File: src/rtl/seg7_pkg.sv
`default_nettype none
// ---------------------------------------------------------------------------
// seg7_pkg : shared 7-segment glyph set, bit ordering and decoder FSM states.
// Revision : 1.0
// ---------------------------------------------------------------------------
package seg7_pkg;

  // Pattern bit ordering: bit6 = segment A ... bit0 = segment G, 1 = lit.
  localparam int SEG_A_BIT = 6;
  localparam int SEG_B_BIT = 5;
  localparam int SEG_C_BIT = 4;
  localparam int SEG_D_BIT = 3;
  localparam int SEG_E_BIT = 2;
  localparam int SEG_F_BIT = 1;
  localparam int SEG_G_BIT = 0;

  localparam logic [6:0] PAT_BLANK = 7'h00;

  localparam logic [6:0] GLYPH [16] = '{
    7'h7E, 7'h30, 7'h6D, 7'h79, 7'h33, 7'h5B, 7'h5F, 7'h70,
    7'h7F, 7'h7B, 7'h77, 7'h1F, 7'h4E, 7'h3D, 7'h4F, 7'h47
  };

  typedef enum logic [0:0] {
    S_TRACK  = 1'b0,
    S_LOCKED = 1'b1
  } seg7_state_e;

  function automatic logic [6:0] seg7_encode(input logic [3:0] num);
    return GLYPH[num];
  endfunction

endpackage
`default_nettype wire

File: src/rtl/seg7_to_binary_decoder_if.sv
`default_nettype none
// ---------------------------------------------------------------------------
// seg7_to_binary_decoder_if : segment pins in, decoded digit/status out.
// Revision : 1.0
// ---------------------------------------------------------------------------
interface seg7_to_binary_decoder_if;
  logic       i_Segment_A;
  logic       i_Segment_B;
  logic       i_Segment_C;
  logic       i_Segment_D;
  logic       i_Segment_E;
  logic       i_Segment_F;
  logic       i_Segment_G;
  logic [3:0] o_Binary_Num;
  logic       o_Valid;
  logic       o_Blank;
  logic       o_Update;
  logic       o_Error;

  modport master (
    output i_Segment_A, i_Segment_B, i_Segment_C, i_Segment_D,
           i_Segment_E, i_Segment_F, i_Segment_G,
    input  o_Binary_Num, o_Valid, o_Blank, o_Update, o_Error
  );

  modport slave (
    input  i_Segment_A, i_Segment_B, i_Segment_C, i_Segment_D,
           i_Segment_E, i_Segment_F, i_Segment_G,
    output o_Binary_Num, o_Valid, o_Blank, o_Update, o_Error
  );
endinterface
`default_nettype wire

File: src/rtl/seg7_pattern_decode.sv
`default_nettype none
// ---------------------------------------------------------------------------
// seg7_pattern_decode : active-high 7-bit pattern -> hex digit, legal, blank.
// Revision : 1.0
// ---------------------------------------------------------------------------
module seg7_pattern_decode
  import seg7_pkg::*;
(
  input  logic [6:0] pattern_i,
  output logic [3:0] num_o,
  output logic       legal_o,
  output logic       blank_o
);

  always_comb begin
    num_o   = 4'h0;
    legal_o = 1'b0;
    for (int i = 0; i < 16; i++) begin
      if (pattern_i == GLYPH[i]) begin
        num_o   = 4'(i);
        legal_o = 1'b1;
      end
    end
  end

  assign blank_o = (pattern_i == PAT_BLANK);

endmodule
`default_nettype wire

File: src/rtl/seg7_to_binary_decoder.sv
`default_nettype none
// ---------------------------------------------------------------------------
// seg7_to_binary_decoder : synchronise, debounce and decode active-low
// segment lines into a hex digit with blank/illegal status and event pulses.
// Revision : 1.0
// ---------------------------------------------------------------------------
module seg7_to_binary_decoder
  import seg7_pkg::*;
#(
  parameter int STABLE_CYCLES = 4
) (
  input  logic                      i_Clk,
  input  logic                      i_Rst_L,
  seg7_to_binary_decoder_if.slave   bus
);

  if (STABLE_CYCLES < 1 || STABLE_CYCLES > 255) begin : g_bad_stable_cycles
    $error("seg7_to_binary_decoder: STABLE_CYCLES must be in 1..255");
  end

  localparam int             CNT_W    = $clog2(STABLE_CYCLES + 1);
  localparam logic [CNT_W-1:0] CNT_MAX  = CNT_W'(STABLE_CYCLES);
  localparam logic [CNT_W-1:0] CNT_LAST = CNT_W'(STABLE_CYCLES - 1);

  logic [6:0]       pins;
  logic [6:0]       sync1_q;
  logic [6:0]       sync2_q;
  logic [6:0]       pattern;
  logic [6:0]       prev_q;
  logic [CNT_W-1:0] cnt_q;
  logic [CNT_W-1:0] cnt_d;
  logic             same;
  logic             count_done;

  seg7_state_e      state_q;
  logic [6:0]       stored_q;
  logic [3:0]       num_q;
  logic             valid_q;
  logic             blank_q;
  logic             update_q;
  logic             error_q;

  logic [3:0]       dec_num;
  logic             dec_legal;
  logic             dec_blank;

  assign pins = {bus.i_Segment_A, bus.i_Segment_B, bus.i_Segment_C,
                 bus.i_Segment_D, bus.i_Segment_E, bus.i_Segment_F,
                 bus.i_Segment_G};

  // Reset to all-ones on the pins so the internal pattern starts blank.
  always_ff @(posedge i_Clk) begin
    if (!i_Rst_L) begin
      sync1_q <= 7'h7F;
      sync2_q <= 7'h7F;
    end else begin
      sync1_q <= pins;
      sync2_q <= sync1_q;
    end
  end

  assign pattern    = ~sync2_q;
  assign same       = (pattern == prev_q);
  assign count_done = same && (cnt_q == CNT_LAST);

  always_comb begin
    cnt_d = cnt_q;
    if (!same) begin
      cnt_d = '0;
    end else if (cnt_q != CNT_MAX) begin
      cnt_d = cnt_q + CNT_W'(1);
    end
  end

  always_ff @(posedge i_Clk) begin
    if (!i_Rst_L) begin
      prev_q <= PAT_BLANK;
      cnt_q  <= '0;
    end else begin
      prev_q <= pattern;
      cnt_q  <= cnt_d;
    end
  end

  seg7_pattern_decode u_decode (
    .pattern_i (pattern),
    .num_o     (dec_num),
    .legal_o   (dec_legal),
    .blank_o   (dec_blank)
  );

  always_ff @(posedge i_Clk) begin
    if (!i_Rst_L) begin
      state_q  <= S_LOCKED;
      stored_q <= PAT_BLANK;
      num_q    <= 4'h0;
      valid_q  <= 1'b0;
      blank_q  <= 1'b1;
      update_q <= 1'b0;
      error_q  <= 1'b0;
    end else begin
      update_q <= 1'b0;
      error_q  <= 1'b0;
      case (state_q)
        S_TRACK: begin
          if (count_done) begin
            state_q <= S_LOCKED;
            // Re-settling on the already accepted pattern is silent.
            if (pattern != stored_q) begin
              stored_q <= pattern;
              if (dec_legal) begin
                num_q    <= dec_num;
                valid_q  <= 1'b1;
                blank_q  <= 1'b0;
                update_q <= 1'b1;
              end else if (dec_blank) begin
                valid_q  <= 1'b0;
                blank_q  <= 1'b1;
              end else begin
                valid_q  <= 1'b0;
                blank_q  <= 1'b0;
                error_q  <= 1'b1;
              end
            end
          end
        end
        S_LOCKED: begin
          if (!same) begin
            state_q <= S_TRACK;
          end
        end
        default: state_q <= S_LOCKED;
      endcase
    end
  end

  assign bus.o_Binary_Num = num_q;
  assign bus.o_Valid      = valid_q;
  assign bus.o_Blank      = blank_q;
  assign bus.o_Update     = update_q;
  assign bus.o_Error      = error_q;

endmodule
`default_nettype wire
File: src/flat_wrapper.sv
// flat-port wrapper written by rule: the top's interface ports become plain ports
module seg7_to_binary_decoder_flat import seg7_pkg::*;
#(
  parameter int STABLE_CYCLES = 4
)
  (i_Clk, i_Rst_L, bus_i_Segment_A, bus_i_Segment_B, bus_i_Segment_C, bus_i_Segment_D, bus_i_Segment_E, bus_i_Segment_F, bus_i_Segment_G, bus_o_Binary_Num, bus_o_Valid, bus_o_Blank, bus_o_Update, bus_o_Error);
  seg7_to_binary_decoder_if bus_i ();
  input  logic i_Clk;
  input  logic i_Rst_L;
  input wire logic [$bits(bus_i.i_Segment_A)-1:0] bus_i_Segment_A;
  input wire logic [$bits(bus_i.i_Segment_B)-1:0] bus_i_Segment_B;
  input wire logic [$bits(bus_i.i_Segment_C)-1:0] bus_i_Segment_C;
  input wire logic [$bits(bus_i.i_Segment_D)-1:0] bus_i_Segment_D;
  input wire logic [$bits(bus_i.i_Segment_E)-1:0] bus_i_Segment_E;
  input wire logic [$bits(bus_i.i_Segment_F)-1:0] bus_i_Segment_F;
  input wire logic [$bits(bus_i.i_Segment_G)-1:0] bus_i_Segment_G;
  output wire logic [$bits(bus_i.o_Binary_Num)-1:0] bus_o_Binary_Num;
  output wire logic [$bits(bus_i.o_Valid)-1:0] bus_o_Valid;
  output wire logic [$bits(bus_i.o_Blank)-1:0] bus_o_Blank;
  output wire logic [$bits(bus_i.o_Update)-1:0] bus_o_Update;
  output wire logic [$bits(bus_i.o_Error)-1:0] bus_o_Error;
  assign bus_i.i_Segment_A = bus_i_Segment_A;
  assign bus_i.i_Segment_B = bus_i_Segment_B;
  assign bus_i.i_Segment_C = bus_i_Segment_C;
  assign bus_i.i_Segment_D = bus_i_Segment_D;
  assign bus_i.i_Segment_E = bus_i_Segment_E;
  assign bus_i.i_Segment_F = bus_i_Segment_F;
  assign bus_i.i_Segment_G = bus_i_Segment_G;
  assign bus_o_Binary_Num = bus_i.o_Binary_Num;
  assign bus_o_Valid = bus_i.o_Valid;
  assign bus_o_Blank = bus_i.o_Blank;
  assign bus_o_Update = bus_i.o_Update;
  assign bus_o_Error = bus_i.o_Error;
  seg7_to_binary_decoder #(.STABLE_CYCLES(STABLE_CYCLES)) u_core (.i_Clk(i_Clk), .i_Rst_L(i_Rst_L), .bus(bus_i));
endmodule
File: config.mk
export PLATFORM = sky130hd
export DESIGN_NAME = seg7_to_binary_decoder_flat
export DESIGN_NICKNAME = d
export VERILOG_FILES = /design/src/rtl/seg7_pkg.sv /design/src/rtl/seg7_to_binary_decoder_if.sv /design/src/rtl/seg7_pattern_decode.sv /design/src/rtl/seg7_to_binary_decoder.sv /design/src/flat_wrapper.sv
export SDC_FILE = /design/constraint.sdc
export NUM_CORES = 1
export LEC_CHECK = 0
export CAP_MARGIN = 30
export CORE_MARGIN = 5
export CORE_UTILIZATION = 57
export DETAILED_ROUTE_END_ITERATION = 10
export GPL_TIMING_DRIVEN = 0
export PLACE_DENSITY = 0.8
export SETUP_SLACK_MARGIN = 0.05
export SKIP_LAST_GASP = 1
export SYNTH_ARGS = -nofsm -noshare
export SYNTH_HDL_FRONTEND = slang
export SYNTH_HIERARCHICAL = 1
export SYNTH_SLANG_ARGS = --single-unit
File: constraint.sdc
create_clock -name i_Clk -period 2.83 [get_ports i_Clk]
set_input_delay 0.283 -clock i_Clk [delete_from_list [all_inputs] [get_ports i_Clk]]
set_output_delay 0.283 -clock i_Clk [all_outputs]
set_load 0.01 [all_outputs]
== After elaboration in Yosys (flattened, before gate mapping) ==
Cells that the tools add are included.
Storage, ports and cells
  register bits: 40
  input port bits: 9
  output and inout bits: 8
Operators by class
  add/sub/neg operators: 1
  equality and inequality tests: 20
  multiplexer cells: 38
  bitwise logic cells: 5
  reduce and logical (&&, ||, !) cells: 7
Operators by type and width (number)
  7-bit equality test, second input constant: 12
  4-bit two-way mux: 14
  1-bit two-way mux: 23
  7-bit by 6-bit equality test with 1-bit output, second input constant: 3
  7-bit by 5-bit equality test with 1-bit output, second input constant: 1
  7-bit equality test: 1
  7-bit logical NOT: 1
  7-bit != test: 1
  7-bit NOT: 1
  5-bit OR reduction: 1
  1-bit NOT: 4
  4-bit AND reduction: 1
  4-bit OR reduction: 1
  3-bit by 1-bit adder with 3-bit output, second input constant: 1
  3-bit by 2-bit equality test with 1-bit output, second input constant: 1
  3-bit != test, second input constant: 1
  3-bit AND reduction: 1
  1-bit one-hot mux with 2 select lines: 1
  2-bit AND reduction: 1
  1-bit logical AND: 1

== Depth between registers and ports, before layout ==
  depth after elaboration: 19
  depth in mapped cells: 11

== Modules after synthesis ==
The synthesis kept the hierarchy.
Modules (own cells, without submodules)
  seg7_to_binary_decoder: times used 1, cells an instance 150, area each 1652.8 um2
  seg7_pattern_decode: times used 1, cells an instance 67, area each 437.9 um2

== Worst setup path after synthesis ==
No wires, ideal clock.
  path kind: register to register
  from: reg u_core.sync2_q[1]
  to: reg u_core.num_q[0], in the netlist u_core/bus.o_Binary_Num[0]
  library setup time: 72 ps
  data arrival time: 2109 ps
  data required time: 2758 ps
  path slack: 649 ps
  stages on the path, launching flop included: 11
  path buffers: 1
  clock period less this slack: 2181 ps
  cell sequence: dfxtp_1 inv_1 or4_4 a211oi_2 a41oi_1 o211ai_2 nand3b_1 nor4_1 o211a_1 buf_2 mux2i_1
Between the ends
  longest elaborated chain between the ends: 19
  elaborated cells between the ends (all ways): 52
Ends and longest elaborated chain
  start, declared: RTL line seg7_to_binary_decoder.sv:27  | logic [6:0] sync2_q;
  start signal, assigned: RTL line seg7_to_binary_decoder.sv:58  | sync2_q <= sync1_q;
  7-bit NOT (*): RTL line seg7_to_binary_decoder.sv:62  | assign pattern = ~sync2_q;
  net u_core.pattern[1]: RTL line seg7_to_binary_decoder.sv:28  | logic [6:0] pattern;
  7-bit equality test: RTL line seg7_pattern_decode.sv:19  | if (pattern_i == GLYPH[i]) begin
  1-bit two-way mux (15 in series): RTL line seg7_pattern_decode.sv:19
  1-bit two-way mux (*): RTL line seg7_pattern_decode.sv:19
  net u_core.dec_legal: RTL line seg7_to_binary_decoder.sv:44  | logic dec_legal;
  4-bit AND reduction (no line) (*)
  end signal, assigned: RTL line seg7_to_binary_decoder.sv:112  | num_q <= dec_num;
  end, declared: RTL line seg7_to_binary_decoder.sv:37  | logic [3:0] num_q;
Mark *: on every way through the listed nets, which the timed path passes. The rest lies on a longest branch.
A chain may end at the register's enable or synchronous reset.

== Worst setup path in the final report ==
Same ends and word-level chain as after synthesis.

==> qor.yml <==
layout:
  most-common-layout-cells: "40 x dfxtp_1, 18 x nand2_1, 17 x nand2b_1"
  drive_gt1_share_pct: 16.3
  area_delta_synth_final_pct: 14.2
  final_area_sq_um: 2390
  final_common_cell: "dfxtp_1"
  layout.nets: 252
  diodes: 0
detailed_routing:
  wl_um: 3670
  first_pass_iters: 5
  ant_nets: 0
  avgViaCountPerCell: 5.39
  wire_per_inst_um: 12.7
  vias: 1553
  drtIter0Drc: 92
  drc_errors: 0
sta:
  hold_ws_ns: 0.408
  worst_pin_slew_ns: 0.497
  relSlewSlack_pct: 66.6
  fin_tns_setup_ns: 0
  period_needed_ns: 2.51
  skew_ns: 0.00587
  fin_crit_sh_pct: 88.8
  hold_viol_final: 0
  rsz0062_at_grt: "no"
  setup_viol: 0
  finalMaxSlewViolations: 0
  fmax_mhz: 398
synth:
  synth_cell_types: 59
  synth_flop_cell: "dfxtp_1"
  synth_fp_nets: 229
  yosysSeqAreaShare_pct: 38.3
  synth-seq-cells: 40
  syn_area_per_cell_sq_um: 9.63
  syn-cell-area_sq_um: 2090
  postSynthCellCount: 217
  async_reset_ff_share_pct: 0
  synth_edf_count: 0
  ys_warn_count: 6
critical_path:
  crit_slowest_cell: "dfxtp_1"
  arrival_ns: 2.73
  crit_cells: 11
  path_max_fanout: 10
  cp.required_ns: 3.05
  slowest_delay_ns: 0.45
  crit_path_frequent_cell: "buf_2"
  reg2reg_depth: 11
  worst-path-buf-inv: 3
  worst_setup_path_end_kind: "flip-flop"
  critPathKind: "reg2reg"
  critPathLaunchType: "flip-flop"
  worstPathCellList: "inv_1 > buf_2 > or2_1 > o32ai_2 > a21oi_1 > o211ai_2 > nand3b_1 > nor4_1 > o211a_1 > buf_2 > mux2i_1"
  crit_family: "compound AO/OA/AOI/OAI gates"
global_routing:
  grt_pass1_vias: 1378
  grt_pass1_wl_um: 6110
  track_usage_pct: 15.6
  antenna_found_initial: 0
  grt_overflow: 0
  grt_max_degree: 12
power_and_ir_drop:
  powerDensity_nw_per_um2: 440
  p_clk_share_pct: 33.0
  peakVddDrop_v: 0.000385
  pwr-share-seq_pct: 55.9
  swShare_pct: 24.2
  p_total_mw: 1.05
  p_int_uw: 797
  p_leak_nw: 0.957
  power_switching_uw: 254
  pwr-share-comb_pct: 11.0
clock_tree:
  cts-resized-gates: 0
  cts_setup_buffers: 0
  cts_tree: "done"
  cts.sinks: 40
  clk_path_buf_depth: 2
  h-tree-depth: 2
  numCtsBuffers: 5
  ctsHoldBuffers: 0
  clk_latency_ns: 0.29
  cts.clk_slew.worst_paths_ns: 0.07
  cts_root_buffer: "clkbuf_8"
floorplan:
  io_pins: 17
  fp.coreArea_sq_um: 3610
  die-width_um: 70.6
  die_area_sq_um: 4980
  die_h_um: 70.6
  start_util_pct: 58.0
  num_rows: 22
placement:
  numPortBuffers: 16
  place_area_sq_um: 2310
  hpwl_um: 2800
  gp_congestion: 0.959
hold_path:
  holdPathStages: 1
  hold_path_class: "reg2reg"
outcome:
  status: "finished, final reports clean"
job:
  drv_cap: 0
-- layout make-up --
class	instances	area (sq um)
Clock inverter	1	5.00
Tap cell	48	60.1
Inverter	13	48.8
Timing Repair Buffer	16	160
Sequential cell	40	801
Buffer	12	58.8
Fill cell	314	1220
Clock buffer	6	72.6
Multi-Input combinational cell	152	1180
-- layer usage --
metal,routed length (um),global-route usage (%)
met1,1640,18.0
met2,1770,26.9
met3,195,3.41
met4,67,8.14
met5,0,0
-- worst paths after layout --
path / startpoint / endpoint / slack, ns
setup / recovery: u_core/sync2_q[1] / u_core/bus.o_Binary_Num[0] / 0.32
hold / removal: u_core/sync1_q[1] / u_core/sync2_q[1] / 0.41
setup reg to reg: u_core/sync2_q[1] / u_core/bus.o_Binary_Num[0] / 0.32
hold reg to reg: u_core/sync1_q[1] / u_core/sync2_q[1] / 0.41
-- cells in the mapped netlist, types with 4 or more instances --
| cell type | n | area share (%) |
|---|---|---|
| mux2_4 | 7 | 5.0 |
| and2_1 | 9 | 2.7 |
| nand3_1 | 5 | 1.2 |
| inv_1 | 12 | 2.2 |
| xnor2_1 | 7 | 2.9 |
| xor2_1 | 8 | 3.4 |
| nor2_1 | 7 | 1.3 |
| nor2b_1 | 4 | 1.2 |
| mux2i_1 | 5 | 2.4 |
| dfxtp_1 | 40 | 38 |
| nand2_1 | 18 | 3.2 |
| a21oi_1 | 5 | 1.2 |
| buf_2 | 8 | 1.9 |
| nand2b_1 | 17 | 5.1 |
-- per-stage QoR --
stage,setup WS [ns],utilization [%],instances
floorplan,0.649,-,217
finish,0.316,66.2,288
CTS,0.327,66.2,288
global route,0.171,66.2,288
detailed placement,0.345,64.1,281
global placement,0.394,64.1,281
-- power by group through the flow --
stage	sequential (mW)	combinational (mW)	clock, mW
4_1_cts	0.589	0.116	0.362
2_1_floorplan	0.599	0.0879	0
5_1_grt	0.590	0.129	0.386
6_report	0.588	0.116	0.347
3_5_place_dp	0.602	0.116	0
3_3_place_gp	0.601	0.114	0
-- sequential cells by signal (all words and copies together) (netlist names) --
name,count
u_core/bus.o_Error,1
u_core/cnt_q,3
u_core/bus.o_Update,1
u_core/bus.o_Valid,1
u_core/prev_q,7
u_core/sync2_q,7
u_core/sync1_q,7
u_core/stored_q,7
u_core/bus.o_Blank,1
u_core/bus.o_Binary_Num,4
u_core/state_q,1
-- logic make-up after synthesis --
group | share of synthesized area (%)
DFF | 38.3
muxes | 7.42
buffers and inverters | 5.15
and+or+nand+nor | 28.5
xor gates and xnor gates | 7.84
AOI/OAI and AO/OA | 11.0
adders and majority gates | 1.80
No activity file was read; power rests on OpenSTA's default activity.
